--- config.mk ---
export PLATFORM = sky130hd
export DESIGN_NAME = act_unit_pipe
export DESIGN_NICKNAME = d
export VERILOG_FILES = /design/src/rtl/act_unit_pipe.sv
export SDC_FILE = /design/constraint.sdc
export NUM_CORES = 1
export LEC_CHECK = 0
export ABC_AREA = 1
export BUFFER_PORTS_ARGS = -buffer_cell sky130_fd_sc_hd__buf_2
export CAP_MARGIN = 0
export CORE_AREA = 2 2 89 108
export DETAILED_ROUTE_END_ITERATION = 16
export DIE_AREA = 0 0 91 110
export PLACE_DENSITY = 0.71
export SYNTH_ARGS = -nofsm -noshare
export SYNTH_HDL_FRONTEND = slang
export SYNTH_SLANG_ARGS = --single-unit
--- constraint.sdc ---
create_clock -name clk -period 3.3 [get_ports clk]
set_input_delay 0 -clock clk [delete_from_list [all_inputs] [get_ports clk]]
set_output_delay 0 -clock clk [all_outputs]
set_load 0.02 [all_outputs]
--- src/rtl/act_unit_pipe.sv ---
// Pipelined fixed-point activation unit (sigmoid/tanh/relu/identity).
// Three register stages behind a single valid/ready enable.
module act_unit_pipe #(
  parameter int IN_W     = 8,
  parameter int IN_FRAC  = 4,
  parameter int OUT_W    = 16,
  parameter int OUT_FRAC = 8,
  parameter int CNT_W    = 16
) (
  input  logic             clk,
  input  logic             rst,
  input  logic             in_valid,
  output logic             in_ready,
  input  logic [IN_W-1:0]  in_data,
  input  logic [1:0]       in_mode,
  output logic             out_valid,
  input  logic             out_ready,
  output logic [OUT_W-1:0] out_data,
  output logic             out_sat,
  output logic [CNT_W-1:0] sample_cnt
);

  localparam int DW    = IN_FRAC + 1;
  localparam int QW    = 2 * DW;
  localparam int SH    = 2 * IN_FRAC - OUT_FRAC;
  localparam int FS    = OUT_FRAC - IN_FRAC;
  localparam int ONE_I = 1 << IN_FRAC;
  localparam int ONE_O = 1 << OUT_FRAC;

  localparam logic [IN_W+1:0] SIG_TH = (IN_W+2)'(4 << IN_FRAC);
  localparam logic [IN_W+1:0] TNH_TH = (IN_W+2)'(2 << IN_FRAC);
  localparam logic [IN_W-1:0] MAXP   = {1'b0, {(IN_W-1){1'b1}}};
  localparam logic [IN_W-1:0] MINN   = {1'b1, {(IN_W-1){1'b0}}};

  logic en;

  logic            v1_q, s1_q, sat1_q;
  logic [1:0]      m1_q;
  logic [IN_W-1:0] x1_q;
  logic [DW-1:0]   d1_q;

  logic            v2_q, s2_q, sat2_q;
  logic [1:0]      m2_q;
  logic [IN_W-1:0] x2_q;
  logic [QW-1:0]   q2_q;

  logic             out_valid_q, out_sat_q;
  logic [OUT_W-1:0] out_data_q;
  logic [CNT_W-1:0] cnt_q;

  logic            s1_d, sat1_d;
  logic [IN_W-1:0] a1;
  logic [DW-1:0]   d1_d;
  logic [QW-1:0]   sq2, q2_d;

  logic signed [OUT_W-1:0] one_o, qe, h, t, xe, res_d;

  assign en         = !out_valid_q | out_ready;
  assign in_ready   = en;
  assign out_valid  = out_valid_q;
  assign out_data   = out_data_q;
  assign out_sat    = out_sat_q;
  assign sample_cnt = cnt_q;

  // S1: sign/magnitude with clamp, then distance-from-saturation term
  always_comb begin
    s1_d   = in_data[IN_W-1];
    a1     = s1_d ? (~in_data + 1'b1) : in_data;
    sat1_d = 1'b0;
    d1_d   = '0;
    if (in_data == MINN) begin
      a1     = MAXP;
      sat1_d = 1'b1;
    end
    case (in_mode)
      2'b00: begin
        if ({2'b00, a1} >= SIG_TH) sat1_d = 1'b1;
        else d1_d = DW'(ONE_I) - DW'(a1 >> 2);
      end
      2'b01: begin
        if ({2'b00, a1} >= TNH_TH) sat1_d = 1'b1;
        else d1_d = DW'(ONE_I) - DW'(a1 >> 1);
      end
      default: sat1_d = 1'b0;
    endcase
  end

  // S1 register
  always_ff @(posedge clk) begin
    if (rst) begin
      v1_q   <= 1'b0;
      s1_q   <= 1'b0;
      sat1_q <= 1'b0;
      m1_q   <= '0;
      x1_q   <= '0;
      d1_q   <= '0;
    end else if (en) begin
      v1_q   <= in_valid;
      s1_q   <= s1_d;
      sat1_q <= sat1_d;
      m1_q   <= in_mode;
      x1_q   <= in_data;
      d1_q   <= d1_d;
    end
  end

  // S2: square the distance and align to output fraction
  always_comb begin
    sq2  = QW'(d1_q) * QW'(d1_q);
    q2_d = sq2 >> SH;
  end

  // S2 register
  always_ff @(posedge clk) begin
    if (rst) begin
      v2_q   <= 1'b0;
      s2_q   <= 1'b0;
      sat2_q <= 1'b0;
      m2_q   <= '0;
      x2_q   <= '0;
      q2_q   <= '0;
    end else if (en) begin
      v2_q   <= v1_q;
      s2_q   <= s1_q;
      sat2_q <= sat1_q;
      m2_q   <= m1_q;
      x2_q   <= x1_q;
      q2_q   <= q2_d;
    end
  end

  // S3: fold the quadratic into the selected activation
  always_comb begin
    one_o = OUT_W'(ONE_O);
    qe    = OUT_W'(q2_q);
    h     = qe >>> 1;
    t     = one_o - qe;
    xe    = OUT_W'($signed(x2_q)) <<< FS;
    case (m2_q)
      2'b00:   res_d = s2_q ? h : one_o - h;
      2'b01:   res_d = s2_q ? -t : t;
      2'b10:   res_d = s2_q ? '0 : xe;
      default: res_d = xe;
    endcase
  end

  // S3 output register; holds while stalled
  always_ff @(posedge clk) begin
    if (rst) begin
      out_valid_q <= 1'b0;
      out_data_q  <= '0;
      out_sat_q   <= 1'b0;
    end else if (en) begin
      out_valid_q <= v2_q;
      if (v2_q) begin
        out_data_q <= res_d;
        out_sat_q  <= sat2_q & ~m2_q[1];
      end
    end
  end

  // Completed-transfer counter, sticks at all-ones
  always_ff @(posedge clk) begin
    if (rst) cnt_q <= '0;
    else if (out_valid_q && out_ready && cnt_q != '1)
      cnt_q <= cnt_q + 1'b1;
  end

endmodule

* Word-level counts from Yosys, hierarchy flattened
Cells that the tools add are included.
Word-level totals: flip-flop bits (word level) 75, input port bits 14, output and inout port bits 35
Cells by class: add/subtract/negate cells 7, $mul 1, order comparisons 2, eq/ne operators 5, muxes and demuxes 13, bitwise operators 4, reduce and logical (&&, ||, !) cells 6
Operator list (number):
- $mux 16 | 3
- $pmux 16 s3 | 1
- $add 16x1->16 const B | 1
- $mux 8 | 2
- $ne 16x16->1 const B | 1
- $neg 11->16 | 1
- $sub 9x10->11 const A | 1
- $mul 5x5->10 | 1
- $mux 5 | 2
- $pmux 5 s2 | 1
- $sub 5x5->5 const A | 2
- $sub 9x9->10 const A | 1
- $add 8x1->8 const B | 1
- $eq 8x8->1 const B | 1
- $ge 8x6->1 const B | 1
- $ge 8x7->1 const B | 1
- $not 8->8 | 1
- $eq 2x1->1 const B | 2
- $logic_not 2->1 | 2
- $mux 1 | 3
- $eq 2x2->1 const B | 1
- $logic_and 1x1->1 | 2
- $pmux 1 s2 | 1
- $reduce_and 2->1 | 1
- other kinds (4) | 4

* Depth between registers and ports, before layout
depth after elaboration 7, gate-level depth with buffers 17

* Worst setup path after synthesis
OpenSTA, ideal clock, no wires.
path kind register to register, start register d1_q[1], end register q2_q[8], data arrival time 3.069 ns, required time 3.183 ns, setup slack 0.114 ns, cell stages (with the launch flop) 16, cell sequence dfxtp_1 -> clkbuf_2 -> nand2_1 -> fa_1 -> fa_1 -> inv_1 -> ha_1 -> a31o_2 -> ha_1 -> nand3_1 -> nand3_1 -> a21oi_1 -> o21ai_0 -> nor2_1 -> o221ai_1 -> inv_1
Between the ends: cells in the longest elaborated chain, start to end 1
RTL lines:
- from (decl) | RTL line 40 | logic [DW-1:0] d1_q;
- from (signal assigned) | RTL line 96 | d1_q <= '0;
- from (signal assigned) | RTL line 103 | d1_q <= d1_d;
- $mul 5x5->10 | RTL line 109 | sq2 = QW'(d1_q) * QW'(d1_q);
- to (signal assigned) | RTL line 128 | q2_q <= q2_d;
- to (decl) | RTL line 45 | logic [QW-1:0] q2_q;
Every way passes these cells. A chain may end at the register's enable or synchronous reset.

* Worst setup path after layout
start register d1_q[4], end register q2_q[8]
Same word-level chain as after synthesis.

==> flow_summary.yaml <==
grt:
  track_usage_pct: 21.74
  grt_pass1_vias: 4169
  overflow: 0
  grt-busiest-layer: "met2"
  grtUsageMet1_pct: 26.59
  grtUsageMet2_pct: 38.04
  met3_usage_pct: 2.923
  grt_max_degree: 46
  antenna_found_initial: 0
  grt_pass1_wl_microns: 18060
synth:
  yosysWarnings: 0
  synth_top_family_by_area: "simple AND/OR/NAND/NOR gates"
  synth_area_leaders: "dfxtp_1, nand2_1, inv_1"
  synthDistinctLibCells: 46
  synthMuxAreaShare_pct: 0
  synthArstFlopShare_pct: 0
  synthSimpleGateAreaFrac_pct: 29.24
  synth_commonest_cells: "nand2_1, inv_1, nor2_1"
  synthesis.nets: 690
  synthXorXnorAreaFrac_pct: 2.583
  syn-instance-count: 654
  synth_seq_cells: 72
  synth_area_leader_cell: "dfxtp_1"
  synth_compound_area_share_pct: 19.05
  synth_edf_count: 0
  synth-adder-area-share_pct: 6.756
  synth_area_sq_um: 4408
  yosys.area.top_type_share_pct: 32.70
  synth.most_common_cell: "nand2_1"
  syn_avg_cell_area_sq_um: 6.740
  ys_seq_area_share_pct: 32.70
  ys.flop_type: "dfxtp_1"
worst_setup_path:
  crit_end: "q2_q[8]$_SDFFE_PP0N_"
  cp-end-kind: "register"
  ff2ff_setup_slack_ns: 0.22
  critPathLaunch: "d1_q[4]$_SDFFE_PP0N_"
  crit_chain: "nand2_1 > fa_1 > fa_1 > inv_1 > ha_1 > a31o_2 > ha_4 > nand2_1 > nand3_2 > a21oi_2 > o21ai_1 > nand2_1 > nand2_1 > o221ai_2 > inv_1"
  r2r_cells: 15
  critPathKind: "reg2reg"
  cp_max_fo: 5
  reg2reg_to: "q2_q[8]$_SDFFE_PP0N_"
  critPathMaxStageDelay_ns: 0.50
  critPathArrivalTime_ns: 3.32
  cp_common_cell: "nand2_1"
  r2r_start: "d1_q[4]$_SDFFE_PP0N_"
  slowest_stage: "fa_1"
  cp.required_ns: 3.54
  start_kind: "register"
die:
  core_sq_um: 8939
  dieArea_sq_um: 10010
  die_w_microns: 91
  start_util_pct: 49.31
  dieHeight_microns: 110
  io_pins: 49
  rows: 38
placed_design:
  dp.cells: 810
  hpwl_microns: 7769
  gp_congestion: 0.9320
  io_buffers: 48
final_layout:
  syn_to_final_growth_pct: 15.78
  final_cells: 836
  layout-drive-gt1-share_pct: 16.48
  multi_input_area_sq_um: 2572
  fin_nets: 747
  regArea_sq_um: 1444
  fillers: 902
  diodes: 0
clock_tree:
  cts.sinks: 72
  clkTransAtPathRegs_ns: 0.08
  htreeDepth: 3
  cts_buffer_depth: 2
  cts_tree: "done"
  clock_latency_ns: 0.35
  post-cts-setup-buffers: 0
  cts_buffers: 9
  cts_root_buffer: "clkbuf_8"
timing:
  min_period_ns: 3.085
  maxSlewHeadroom_pct: 19.24
  setup_tns_ns: 0
  finalSetupViolations: 0
  hold_viol_final: 0
  period_share_pct: 93.48
  drv_slew: 0
  timing.fmax_mhz: 324.2
  skew_ns: 0.01557
  rsz0062_at_grt: "no"
  worst_slew_pin_slew_ns: 1.210
power_and_ir_drop:
  ir_drop_mv: 0.1981
  power_leakage_nw: 2.472
  power.density_nw_per_um2: 396.5
detailed_routing:
  dr.pass1.iters: 5
  routed_wl_microns: 10680
  drt_iter0_drc: 226
  avgRoutedWirePerCell_microns: 12.77
  route.detailed.drc: 0
  vias: 4391
  drtAntennaViolNets: 0
  viasPerCell: 5.252
job:
  drv_cap: 0
min_path:
  hp-class: "in2reg"
outcome:
  status: "finished, final reports clean"
-- worst min-delay path by stage --
stage | slack (ns) | from | cells after the start | endpoint
after floorplan | 0.15 | in_mode[1] | 2 | m1_q[1]$_SDFFE_PP0N_
after global placement | 0.26 | in_valid | 3 | v1_q$_SDFFE_PP0N_
after detailed placement | 0.27 | in_valid | 3 | v1_q$_SDFFE_PP0N_
after CTS | 0.02 | in_data[7] | 3 | s1_q$_SDFFE_PP0N_
after global routing | 0.1 | in_data[7] | 3 | s1_q$_SDFFE_PP0N_
final | 0.06 | in_data[7] | 3 | s1_q$_SDFFE_PP0N_
-- cell type report --
cell class	count	share of cell area [%]
multi-input cells	472	50.40
flip-flops and latches	72	28.29
repair buffers	65	7.698
well taps	120	2.942
clock inverters	7	1.544
inverters	91	6.693
clock buffers	9	2.427
-- power by group --
group	internal [mW]	switching [mW]
logic	0.134	0.242
registers	0.902	0.0259
clock network	0.357	0.362
-- cell families (layout without fill, tap and decap cells) --
family,Yosys count,in the layout
simple gates,283,283
buf+inv,110,172
flops,72,72
compound gates,154,154
fa+ha+maj,22,22
xor+xnor,13,13
-- layout by cell type (no fill, tap or decap), types with 2 or more instances in the layout --
cell | netlist | final
inv_1 | 86 | 86
nor3_1 | 10 | 10
a211oi_1 | 3 | 3
nand2_2 | 10 | 11
nor3_2 | 2 | 2
dfxtp_1 | 72 | 70
buf_4 | 1 | 7
buf_2 | 1 | 48
o21ai_1 | 8 | 9
a21oi_2 | 2 | 3
clkinv_1 | 2 | 2
nor2_1 | 73 | 72
clkinv_4 | 0 | 3
dlygate4sd3_1 | 0 | 10
clkbuf_8 | 0 | 9
fa_1 | 3 | 3
inv_6 | 0 | 2
nor2_4 | 3 | 3
a31oi_1 | 3 | 3
nor2_2 | 5 | 6
nand2_1 | 126 | 125
xor2_1 | 11 | 11
o21ai_0 | 61 | 60
a21oi_1 | 63 | 62
ha_1 | 19 | 18
nand4_1 | 8 | 8
xnor2_1 | 2 | 2
dfxtp_2 | 0 | 2
nand3_2 | 5 | 6
nand2_4 | 3 | 3
nand3b_1 | 2 | 2
inv_2 | 3 | 3
o211ai_1 | 5 | 5
nand3_1 | 31 | 30
-- repair_timing --
item                                   in CTS  in global routing
endpoints found under the hold margin      11                  0
pin swaps                                   0                  3
resized for setup                           1                  7
setup endpoints to repair                   1                  1
hold buffers                               10                  0
-- metrics by stage --
stage | utilization [%] | hold WS, ns | total power [mW] | setup slack (ns) | cell area (sq um)
2_1_floorplan | - | 0.1461 | 1.223 | 0.1139 | 4408
3_3_place_gp | 53.35 | 0.2624 | 1.303 | 0.1304 | 4768
3_5_place_dp | 53.35 | 0.2703 | 1.309 | 0.002066 | 4768
4_1_cts | 56.87 | 0.01886 | 2.032 | 0.07010 | 5084
5_1_grt | 57.10 | 0.09589 | 2.114 | 0.04123 | 5104
6_report | 57.10 | 0.05568 | 2.024 | 0.2153 | 5104
-- layer usage --
metal,up-vias,share of wire [%]
met5,-,0
met4,0,2.4
met3,22,2.9
met2,102,48
met1,2018,46
li1,2249,-
-- sequential cells by signal, indices dropped and copies added (netlist names) --
signal / cells
out_data: 16
x2_q: 7
v2_q: 1
s2_q: 1
out_sat: 1
out_valid: 1
sat1_q: 1
sample_cnt: 16
q2_q: 9
sat2_q: 1
x1_q: 7
v1_q: 1
m1_q: 2
d1_q: 5
s1_q: 1
m2_q: 2
-- critical path: cells and delay by family (launching register included) --
family                   cells  cell delay (ns)
adder cells (fa/ha/maj)      4             1.50
AO/OA/AOI/OAI                4             0.66
AND/OR/NAND/NOR              5             0.37
flip-flops                   1             0.33
buffers and inverters        2             0.10
No activity file was read; power rests on OpenSTA's default activity.
